`src/rtl/alu_pkg.sv`:
```
// Shared definitions for the pipelined ALU: opcodes, flag bit positions,
// FSM state encoding and the flag packing helper.
package alu_pkg;

   localparam logic [3:0] OP_ADD   = 4'd0;
   localparam logic [3:0] OP_SUB   = 4'd1;
   localparam logic [3:0] OP_AND   = 4'd2;
   localparam logic [3:0] OP_OR    = 4'd3;
   localparam logic [3:0] OP_XOR   = 4'd4;
   localparam logic [3:0] OP_NOT   = 4'd5;
   localparam logic [3:0] OP_PASS1 = 4'd6;
   localparam logic [3:0] OP_PASS2 = 4'd7;
   localparam logic [3:0] OP_SHL   = 4'd8;
   localparam logic [3:0] OP_SHR   = 4'd9;
   localparam logic [3:0] OP_SAR   = 4'd10;
   localparam logic [3:0] OP_MUL   = 4'd11;
   localparam logic [3:0] OP_CMP   = 4'd12;

   localparam int FLG_Z  = 4;
   localparam int FLG_CY = 3;
   localparam int FLG_S  = 2;
   localparam int FLG_P  = 1;
   localparam int FLG_OV = 0;

   typedef enum logic {
      ST_IDLE = 1'b0,
      ST_MUL  = 1'b1
   } state_t;

   function automatic logic [4:0] pack_flags(input logic z, input logic cy, input logic s,
                                             input logic p, input logic ov);
      logic [4:0] f;
      f         = '0;
      f[FLG_Z]  = z;
      f[FLG_CY] = cy;
      f[FLG_S]  = s;
      f[FLG_P]  = p;
      f[FLG_OV] = ov;
      return f;
   endfunction

endpackage

```
`src/rtl/alu_pipe_if.sv`:
```
// Request/result bundle between the operand mux (master) and the ALU (slave).
interface alu_pipe_if #(parameter int W = 16);

   logic         in_valid;
   logic         in_ready;
   logic [3:0]   opcode;
   logic [W-1:0] arg1;
   logic [W-1:0] arg2;
   logic [4:0]   in_flg;
   logic         out_valid;
   logic         out_ready;
   logic [W-1:0] res;
   logic [4:0]   out_flg;
   logic         wr_en;

   modport master (
      output in_valid, opcode, arg1, arg2, in_flg, out_ready,
      input  in_ready, out_valid, res, out_flg, wr_en
   );

   modport slave (
      input  in_valid, opcode, arg1, arg2, in_flg, out_ready,
      output in_ready, out_valid, res, out_flg, wr_en
   );

endinterface

```
`src/rtl/alu_mul_seq.sv`:
```
// Sequential shift-add multiplier: the first iteration happens on the start
// edge, so done pulses W-1 edges later with the full product.
module alu_mul_seq #(
   parameter int W = 16
) (
   input  logic           clk,
   input  logic           rst,
   input  logic           start,
   input  logic [W-1:0]   a,
   input  logic [W-1:0]   b,
   output logic           done,
   output logic [2*W-1:0] prod
);

   localparam int CW = $clog2(W);

   logic [2*W-1:0] mcand_reg;
   logic [2*W-1:0] acc_reg;
   logic [W-1:0]   mplier_reg;
   logic [CW-1:0]  cnt_reg;
   logic           busy_reg;
   logic           done_reg;
   logic [2*W-1:0] addend;

   // Partial product for the current multiplier bit.
   genvar gi;
   generate
      for (gi = 0; gi < 2*W; gi++) begin : g_addend
         assign addend[gi] = mcand_reg[gi] & mplier_reg[0];
      end
   endgenerate

   always_ff @(posedge clk) begin
      if (rst) begin
         mcand_reg  <= '0;
         acc_reg    <= '0;
         mplier_reg <= '0;
         cnt_reg    <= '0;
         busy_reg   <= 1'b0;
         done_reg   <= 1'b0;
      end else begin
         done_reg <= 1'b0;
         if (start) begin
            acc_reg    <= b[0] ? {{W{1'b0}}, a} : '0;
            mcand_reg  <= {{(W-1){1'b0}}, a, 1'b0};
            mplier_reg <= b >> 1;
            cnt_reg    <= CW'(W-1);
            busy_reg   <= 1'b1;
         end else if (busy_reg) begin
            acc_reg    <= acc_reg + addend;
            mcand_reg  <= mcand_reg << 1;
            mplier_reg <= mplier_reg >> 1;
            cnt_reg    <= cnt_reg - CW'(1);
            if (cnt_reg == CW'(1)) begin
               busy_reg <= 1'b0;
               done_reg <= 1'b1;
            end
         end
      end
   end

   assign done = done_reg;
   assign prod = acc_reg;

endmodule

```
`src/rtl/alu_pipe.sv`:
```
// Registered ALU with valid/ready handshakes; single-cycle ops complete on the
// accepting edge, MUL parks the FSM until the sequential multiplier finishes.
module alu_pipe
   import alu_pkg::*;
#(
   parameter int W = 16
) (
   input logic       clk,
   input logic       rst,
   alu_pipe_if.slave bus
);

   localparam int SHW = $clog2(W);

   state_t         state_reg;
   logic           out_valid_reg;
   logic           wr_en_reg;
   logic [W-1:0]   res_reg;
   logic [4:0]     flg_reg;

   logic           accept;
   logic           is_mul;
   logic           cin;
   logic [W-1:0]   a1;
   logic [W-1:0]   a2;
   logic [SHW-1:0] amt;
   logic [W:0]     sum_ext;
   logic [W:0]     diff_ext;
   logic [W:0]     shl_ext;
   logic [W:0]     shr_ext;
   logic [W:0]     sar_ext;
   logic signed [W:0] sar_src;

   logic [W-1:0]   alu_res;
   logic           alu_cy;
   logic           alu_ov;
   logic           alu_wr;
   logic [4:0]     alu_flg;

   logic           mul_done;
   logic [2*W-1:0] mul_prod;
   logic [W-1:0]   mul_lo;
   logic           mul_hi;
   logic [4:0]     mul_flg;

   assign bus.in_ready = (state_reg == ST_IDLE) & (~out_valid_reg | bus.out_ready);
   assign accept       = bus.in_valid & bus.in_ready;
   assign is_mul       = (bus.opcode == OP_MUL);

   assign cin = bus.in_flg[FLG_CY];
   assign a1  = bus.arg1;
   assign a2  = bus.arg2;
   assign amt = a2[SHW-1:0];

   // One guard bit on each shift catches the last bit shifted out as CY.
   assign sum_ext  = {1'b0, a1} + {1'b0, a2} + {{W{1'b0}}, cin};
   assign diff_ext = {1'b0, a1} - {1'b0, a2} - {{W{1'b0}}, cin};
   assign shl_ext  = {1'b0, a1} << amt;
   assign shr_ext  = {a1, 1'b0} >> amt;
   assign sar_src  = {a1, 1'b0};
   assign sar_ext  = sar_src >>> amt;

   always_comb begin
      alu_res = a1;
      alu_cy  = 1'b0;
      alu_ov  = 1'b0;
      alu_wr  = 1'b1;
      case (bus.opcode)
         OP_ADD: begin
            alu_res = sum_ext[W-1:0];
            alu_cy  = sum_ext[W];
            alu_ov  = (a1[W-1] == a2[W-1]) & (sum_ext[W-1] != a1[W-1]);
         end
         OP_SUB, OP_CMP: begin
            alu_res = diff_ext[W-1:0];
            alu_cy  = diff_ext[W];
            alu_ov  = (a1[W-1] != a2[W-1]) & (diff_ext[W-1] != a1[W-1]);
            alu_wr  = (bus.opcode != OP_CMP);
         end
         OP_AND:   alu_res = a1 & a2;
         OP_OR:    alu_res = a1 | a2;
         OP_XOR:   alu_res = a1 ^ a2;
         OP_NOT:   alu_res = ~a1;
         OP_PASS1: begin
            alu_res = a1;
            alu_cy  = cin;
         end
         OP_PASS2: begin
            alu_res = a2;
            alu_cy  = cin;
         end
         OP_SHL: begin
            alu_res = shl_ext[W-1:0];
            alu_cy  = shl_ext[W];
         end
         OP_SHR: begin
            alu_res = shr_ext[W:1];
            alu_cy  = shr_ext[0];
         end
         OP_SAR: begin
            alu_res = sar_ext[W:1];
            alu_cy  = sar_ext[0];
         end
         default: begin
            alu_res = a1;
         end
      endcase
      alu_flg = pack_flags(~|alu_res, alu_cy, alu_res[W-1], ^alu_res, alu_ov);
   end

   alu_mul_seq #(.W(W)) u_mul (
      .clk   (clk),
      .rst   (rst),
      .start (accept & is_mul),
      .a     (a1),
      .b     (a2),
      .done  (mul_done),
      .prod  (mul_prod)
   );

   assign mul_lo  = mul_prod[W-1:0];
   assign mul_hi  = |mul_prod[2*W-1:W];
   assign mul_flg = pack_flags(~|mul_lo, mul_hi, mul_lo[W-1], ^mul_lo, mul_hi);

   always_ff @(posedge clk) begin
      if (rst) begin
         state_reg     <= ST_IDLE;
         out_valid_reg <= 1'b0;
         res_reg       <= '0;
         flg_reg       <= '0;
         wr_en_reg     <= 1'b0;
      end else begin
         case (state_reg)
            ST_IDLE: begin
               if (accept && is_mul) begin
                  // Any pending result was consumed on this edge; nothing valid until MUL ends.
                  state_reg     <= ST_MUL;
                  out_valid_reg <= 1'b0;
               end else if (accept) begin
                  res_reg       <= alu_res;
                  flg_reg       <= alu_flg;
                  wr_en_reg     <= alu_wr;
                  out_valid_reg <= 1'b1;
               end else if (out_valid_reg && bus.out_ready) begin
                  out_valid_reg <= 1'b0;
               end
            end
            ST_MUL: begin
               if (mul_done) begin
                  res_reg       <= mul_lo;
                  flg_reg       <= mul_flg;
                  wr_en_reg     <= 1'b1;
                  out_valid_reg <= 1'b1;
                  state_reg     <= ST_IDLE;
               end
            end
            default: state_reg <= ST_IDLE;
         endcase
      end
   end

   assign bus.out_valid = out_valid_reg;
   assign bus.res       = res_reg;
   assign bus.out_flg   = flg_reg;
   assign bus.wr_en     = wr_en_reg;

endmodule

```
`src/flat_wrapper.sv`:
```
// flat-port wrapper written by rule: the top's interface ports become plain ports
module alu_pipe_flat import alu_pkg::*;
#(
   parameter int W = 16
)
  (clk, rst, bus_in_valid, bus_opcode, bus_arg1, bus_arg2, bus_in_flg, bus_out_ready, bus_in_ready, bus_out_valid, bus_res, bus_out_flg, bus_wr_en);
  alu_pipe_if #(.W(W)) bus_i ();
  input logic clk;
  input logic rst;
  input wire logic [$bits(bus_i.in_valid)-1:0] bus_in_valid;
  input wire logic [$bits(bus_i.opcode)-1:0] bus_opcode;
  input wire logic [$bits(bus_i.arg1)-1:0] bus_arg1;
  input wire logic [$bits(bus_i.arg2)-1:0] bus_arg2;
  input wire logic [$bits(bus_i.in_flg)-1:0] bus_in_flg;
  input wire logic [$bits(bus_i.out_ready)-1:0] bus_out_ready;
  output wire logic [$bits(bus_i.in_ready)-1:0] bus_in_ready;
  output wire logic [$bits(bus_i.out_valid)-1:0] bus_out_valid;
  output wire logic [$bits(bus_i.res)-1:0] bus_res;
  output wire logic [$bits(bus_i.out_flg)-1:0] bus_out_flg;
  output wire logic [$bits(bus_i.wr_en)-1:0] bus_wr_en;
  assign bus_i.in_valid = bus_in_valid;
  assign bus_i.opcode = bus_opcode;
  assign bus_i.arg1 = bus_arg1;
  assign bus_i.arg2 = bus_arg2;
  assign bus_i.in_flg = bus_in_flg;
  assign bus_i.out_ready = bus_out_ready;
  assign bus_in_ready = bus_i.in_ready;
  assign bus_out_valid = bus_i.out_valid;
  assign bus_res = bus_i.res;
  assign bus_out_flg = bus_i.out_flg;
  assign bus_wr_en = bus_i.wr_en;
  alu_pipe #(.W(W)) u_core (.clk(clk), .rst(rst), .bus(bus_i));
endmodule
```
`config.mk`:
```
export PLATFORM = sky130hd
export DESIGN_NAME = alu_pipe_flat
export DESIGN_NICKNAME = d
export VERILOG_FILES = /design/src/rtl/alu_pkg.sv /design/src/rtl/alu_pipe_if.sv /design/src/rtl/alu_mul_seq.sv /design/src/rtl/alu_pipe.sv /design/src/flat_wrapper.sv
export SDC_FILE = /design/constraint.sdc
export NUM_CORES = 1
export LEC_CHECK = 0
export CAP_MARGIN = 20
export CORE_MARGIN = 2
export CORE_UTILIZATION = 40
export CTS_CLUSTER_DIAMETER = 40
export CTS_CLUSTER_SIZE = 20
export DETAILED_ROUTE_END_ITERATION = 6
export PLACE_DENSITY = 0.57
export SYNTH_ARGS = -nofsm -noshare
export SYNTH_HDL_FRONTEND = slang
export SYNTH_SLANG_ARGS = --single-unit
```
`constraint.sdc`:
```
create_clock -name clk -period 10 [get_ports clk]
set_clock_uncertainty 0.05 [all_clocks]
set_input_delay 2 -clock clk [delete_from_list [all_inputs] [get_ports clk]]
set_output_delay 2 -clock clk [all_outputs]
set_load 0.01 [all_outputs]
```
==> summary.md, run 1 <==
| Metric | Value |
|---|---|
| Top cell type by total area after synthesis | dfxtp_1 |
| Maximum vdd drop | 67.1 µV |
| First-pass DRT Iterations | 5 |
| First-pass GRT wire length | 61400 µm |
| Post-synth cell types | 85 |
| Clk Latency, worst-skew pair | 0.36 ns |
| Startpoint Class | input pin |
| Port buffer count | 64 |
| Fin crit period | approximately 6.6 ns |
| Top_reg_cell synth | dfxtp_1 |
| Final setup violation count | 0 |
| Gate power share | 36.0% |
| RSZ-0062 raised after global routing | false |
| Area Growth Syn to Fin | 10.3% |
| Die width | about 170 µm |
| Share of cells above drive strength 1 | under 10% |
| Io pins | 69 |
| Post-cts gate resize count | 0 |
| Internal | 812 µW |
| Vias in the first global route | approximately 10000 |
| Asr flop ratio synth | 0% |
| Number of synthesized flops with an enable pin | 0 |
| Mapped Avg Cell Area | 7.79 µm² |
| GPL Wtd Cong | 0.956 |
| Yosys Warn Count | 0 |
| Initial core utilization | a little over 40% |
| Initial antenna violation count | 3 |
| Routed Antenna Nets | 0 |
| Total GRT Usage | between 20 and 30% |
| Remaining Overflow, GRT | 0 |
| Clk Tree Root Cell | clkbuf_16 |
| Crit path capture type | register |
| Largest register FFs | 32 |
| WHS | 0.412 ns |
| Routed vias | 11400 |
| TritonCTS clock tree | done |
| Met2 WL post-DR | roughly 17000 µm |
| CP arrival | 6.81 ns |
| # DRC | 0 |
| Top layer used by detailed routing | met5 |
| Max-Slew Margin vs Limit | 40.4% |
| Pins Over Slew Limit | 0 |
| Post-CTS Repair Setup Buffers | 0 |
| Slew at the pin closest to its max-slew limit | 0.889 ns |
| Die H | 174 µm |
| CP Max Fanout | 10 |
| Core Util, Final | 44.5% |
| Routed wire length on met3 | 3130 µm |
| Worst path required time | 10.16 ns |
| Clock network power share | a little under 30% |
| Mapped Cells | 1477 |
| Syn Nets | 1638 |
| H-tree depth | 3 |
| FP Rows | 62 |
| DP HPWL | 28700 µm |
| Total die area | roughly 0.03 mm² |
| FMAX | roughly 150 MHz |
| Initial DRC count | 1144 |
| Nets | around 1600 |
| Max-Cap Viols | 0 |
| Top-area cell type share of the netlist area | 18.6% |
| Setup Crit Path Kind | in -> reg |
| Final hold vios | 0 |
| Wl on met1 | 18200 µm |
| Pin count of the biggest net entering global routing | between 70 and 80 |
| Sum Neg Setup Slack | 0 ns |
| Vias per cell | a little over 6 |
| Fin crit share | between 60% and 70% |
| Clk sink count | 107 |
| Inserted Clock Buffers | 9 |
| DRT Wirelength | 39900 µm |
| R2R depth | 13 |
| Flops & latches, synth | 107 |
| Core area | 0.0285 mm² |
| # hold bufs at CTS | 0 |
| Sequential share of power | about a third |
| Synth top area cells | dfxtp_1 (19%), ha_1 (12%), mux2i_1 (6.0%) |
| Total power | 1.29 mW |
| Worst hold path type | reg -> reg |
| Clock transition at path regs | 0.08 ns |
| Max clock buf depth | 2 |
| Status | finished clean |
| Cell Area, Synth | 0.0115 mm² |
| P_sw | 482 µW |
| Switching Share | 37.2% |
| Static Leak | 4.93 nW |
| WHS Path Cells | 2 |
| Pwr/cell area | roughly 100 mW/mm² |
| Drt wl/cell | approximately 21 µm |
| Register area share after synthesis | 18.6% |
[kinds of logic (layout without fill, tap and decap cells)]
group	count (synthesis)	after routing	share of synthesized area, %
simple gates	459	459	19.3
flops	107	107	18.6
fa+ha+maj	116	116	12.9
xor+xnor	49	49	3.73
buf+inv	197	198	6.98
compound gates	443	443	26.1
mux	106	106	12.3
other cells	0	1	0
[Yosys cell counts (9+ instances only)]
master,n
nor2_1,139
ha_1,111
nand2_1,108
dfxtp_1,107
a21oi_1,105
inv_1,86
clkbuf_1,73
mux2i_1,69
o21ai_0,65
a211oi_1,56
nand3_1,52
and2_1,34
nor3_1,29
xnor2_1,29
a21o_1,26
mux4_2,24
buf_2,21
nand4_1,20
o211ai_1,20
xor2_1,20
a31oi_1,18
a22oi_1,14
o22ai_1,14
nand2b_1,12
nor4_1,12
o21a_1,12
o31ai_1,11
mux2_2,10
nor2b_1,10
or3_1,9
[layout make-up]
cell class / count / area [µm²]
inverters: 89 / 334
well taps: 384 / 480
multi-input cells: 1173 / 8570
clock buffers: 9 / 225
fillers: 2924 / 15900
diodes: 1 / 2.50
flip-flops and latches: 107 / 2150
clock inverters: 7 / 91.3
repair buffers: 93 / 843
[critical path, cell delays in order]
cell and delay [ns]:
clkdlybuf4s50_1 0.79, fa_1 0.64, fa_1 0.44, a21o_1 0.23, a41oi_1 0.29, nand3_1 0.20, a41oi_1 0.48, o21ai_0 0.20
xnor2_1 0.16, nor2_1 0.08, o32ai_1 0.31, ha_1 0.30, xor2_1 0.15, xnor2_1 0.19, xnor2_1 0.10, o211ai_1 0.17
a21oi_1 0.08
[routing by layer]
layer  up-vias  global-route usage (%)
met5         -                       0
met4         2                    8.19
met3        69                    5.42
met2       434                    39.7
met1      5435                    36.3
li1       5463                       -
[cells in the final DEF (no fill, tap or decap), types with 52 or more instances in the layout]
cell type / n
nor2_1: 139
ha_1: 111
nand2_1: 108
dfxtp_1: 106
a21oi_1: 105
inv_1: 86
mux2i_1: 69
o21ai_0: 65
clkdlybuf4s50_1: 61
a211oi_1: 56
nand3_1: 52
[stage by stage]
stage                     cells  worst slack [ns]  instance area (µm²)
after floorplan            1477              4.02                11500
final                      1863              3.35                12700
after detailed placement   1846              3.06                12400
after CTS                  1862              3.42                12700
after global placement     1846              3.10                12400
after global routing       1862              3.03                12700
[final timing paths]
path | end | startpoint | slack [ns]
worst max-delay path | u_core.bus.out_flg[1] | bus_arg1[0] | 3.35
worst min-delay path | u_core.bus.res[0] | u_core.bus.res[0] | 0.41
worst max register to register | u_core.u_mul.prod[29] | u_core.u_mul.mplier_reg[0] | 6.24
worst min register to register | u_core.bus.res[0] | u_core.bus.res[0] | 0.41
[power by group through the flow]
stage	clock, mW	combinational [mW]	sequential (mW)
after floorplan	0	0.309	0.460
after global placement	0	0.454	0.460
after detailed placement	0	0.456	0.460
after CTS	0.389	0.458	0.450
after global routing	0.407	0.507	0.452
final	0.378	0.465	0.450
Power figures use the tool's default switching activity.
==> run 2, diff against run 1 <==
- PLACE_DENSITY: 0.57 -> 0.6
- clock period: 10 -> 5.5 ns (I/O delays scaled with it)
==> summary.md, run 2 (synthesized netlist as in run 1, its figures left out) <==
| Metric | Value |
|---|---|
| Worst hold path type | reg -> reg |
| Worst path buffer plus inverter count | 1 |
| Vias in the first global route | 11000 |
| Largest delay share family, worst path | compound AO/OA/AOI/OAI gates |
| Maximum vdd drop | 137 µV |
| Cell repeated most along the worst path | xnor2_1 |
| Fin crit share | 94.7% |
| Nets | 1718 |
| Core area | approximately 0.029 mm² |
| WHS | between 0.4 and 0.5 ns |
| Remaining Overflow, GRT | 0 |
| Fill cell count | 2930 |
| DRT Wirelength | 40400 µm |
| Max clock buf depth | 2 |
| Final instance area | 0.0133 mm² |
| Pin count of the biggest net entering global routing | 75 |
| R2R depth | 12 |
| TritonCTS clock tree | done |
| Die H | 174 µm |
| First-pass DRT Iterations | 5 |
| Seq. cell area | 0.00215 mm² |
| Routed Antenna Nets | 0 |
| First-pass GRT wire length | about 63000 µm |
| Core Util, Final | between 40% and 50% |
| Multi-input gate area | approximately 0.0086 mm² |
| Pwr/cell area | 182 mW/mm² |
| Largest register FFs | 32 |
| Commonest non-fill, non-tap cells in the layout | nor2_1 (139), buf_4 (112), ha_1 (111), nand2_1 (108), dfxtp_1 (106) |
| Status | finished clean |
| Drt wl/cell | around 21 µm |
| Max-Slew Margin vs Limit | 36.6% |
| Fin crit period | between 5 and 6 ns |
| Initial core utilization | 40.3% |
| Clk Latency, worst-skew pair | between 0.3 and 0.4 ns |
| Cells along the critical path | clkdlybuf4s50_1 -> fa_1 -> fa_1 -> a21o_1 -> a41oi_1 -> nand3_1 -> a41oi_1 -> o21ai_0 -> xnor2_1 -> nor2_1 -> o32ai_1 -> ha_1 -> xor2_1 -> xnor2_1 -> xnor2_1 -> o211ai_1 -> a21oi_1 |
| Inserted Clock Buffers | 9 |
| Slew at the pin closest to its max-slew limit | about 0.95 ns |
| Total GRT Usage | 26.3% |
| Worst hold path startpoint | u_core.bus.res[0] |
| Clk Tree Root Cell | clkbuf_16 |
| Static Leak | 5.34 nW |
| Post-CTS Repair Setup Buffers | 0 |
| FF-to-FF Start | u_core.u_mul.mplier_reg[0] |
| GPL Wtd Cong | 0.993 |
| Setup Crit Path Kind | in -> reg |
| FMAX | ~190 MHz |
| Sum Neg Setup Slack | 0 ns |
| Crit path capture type | register |
| FF-to-FF setup slack | 2.16 ns |
| CP Max Fanout | 3 |
| Startpoint Class | input pin |
| Reg2Reg Capture Point | u_core.u_mul.prod[29] |
| RSZ-0062 raised after global routing | false |
| Clock transition at path regs | around 0.09 ns |
| Initial antenna violation count | 0 |
| Vias per cell | 6.03 |
| ANT cells | 0 |
| Slowest CP cell | clkdlybuf4s50_1 |
| Final setup violation count | 0 |
| Port buffer count | 64 |
| Total die area | 0.0301 mm² |
| End of the worst hold path | u_core.bus.res[0] |
| Pins Over Slew Limit | 0 |
| # hold bufs at CTS | 0 |
| Worst path max stage delay | approximately 0.54 ns |
| Dpl cell area | 0.0130 mm² |
| FP Rows | 62 |
| Post-cts gate resize count | 0 |
| Clk sink count | 107 |
| DP HPWL | 30700 µm |
| Io pins | 69 |
| Commonest non-fill, non-tap cell in the layout | nor2_1 |
| H-tree depth | 3 |
| Final hold vios | 0 |
| Routed vias | 11700 |
| Share of cells above drive strength 1 | 12.0% |
| Worst path required time | 5.67 ns |
| Area Growth Syn to Fin | 15.9% |
| Max-Cap Viols | 0 |
| CP arrival | 5.38 ns |
| Initial DRC count | around 1100 |
| Die width | around 170 µm |
| WHS Path Cells | 2 |
| # DRC | 0 |
==> run 2: changes by cell type in the layout (fill, tap and decap cells not counted), sizes merged <==
| cell | before | now |
|---|---|---|
| diode | 1 | 0 |
| buf | 32 | 116 |
==> run 2: stage by stage <==
step / worst slack, ns / std cells / total power, mW
CTS: 0.375 / 1946 / 2.43
global placement: 0.000890 / 1930 / 1.74
global route: 0.113 / 1946 / 2.55
finish: 0.290 / 1946 / 2.43
detailed placement: 0.0106 / 1930 / 1.75
floorplan: 0.415 / 1477 / 1.40
==> run 2: worst max path at each step <==
stage,from,end,slack (ns),cells past startpoint
floorplan,bus_arg2[0],u_core.bus.out_flg[1],0.42,19
global placement,bus_in_flg[3],u_core.bus.out_flg[1],0.0009,17
detailed placement,bus_in_flg[3],u_core.bus.out_flg[1],0.01,17
CTS,bus_in_flg[3],u_core.bus.out_flg[1],0.37,17
global route,bus_in_flg[3],u_core.bus.out_flg[1],0.11,17
finish,bus_in_flg[3],u_core.bus.out_flg[1],0.29,17
==> run 2: metal layers <==
layer	share of wire [%]	up-vias	wire length, µm	global-route usage [%]
met5	0	-	0	0
met4	4.3	0	1720	10.9
met3	7.6	86	3060	3.42
met2	43	473	17600	40.3
met1	45	5546	18100	37.3
li1	-	5627	-	-
==> run 2: tightest hold or removal path: stages (launching register included) <==
cell and delay [ns]:
dfxtp_1 0.32, nand2_1 0.05, a21oi_1 0.05
==> run 2: cell type report <==
class | count | area share [%]
multi-input combinational | 1173 | 64.3
sequential | 107 | 16.1
timing repair buffer | 177 | 11.2
tap | 384 | 3.60
inverter | 89 | 2.51
clock buffer | 9 | 1.69
clock inverter | 7 | 0.648
==> run 2: power breakdown <==
| part | switching, mW | internal, mW |
|---|---|---|
| clock | 0.357 | 0.329 |
| combinational | 0.521 | 0.408 |
| sequential | 0.0182 | 0.799 |
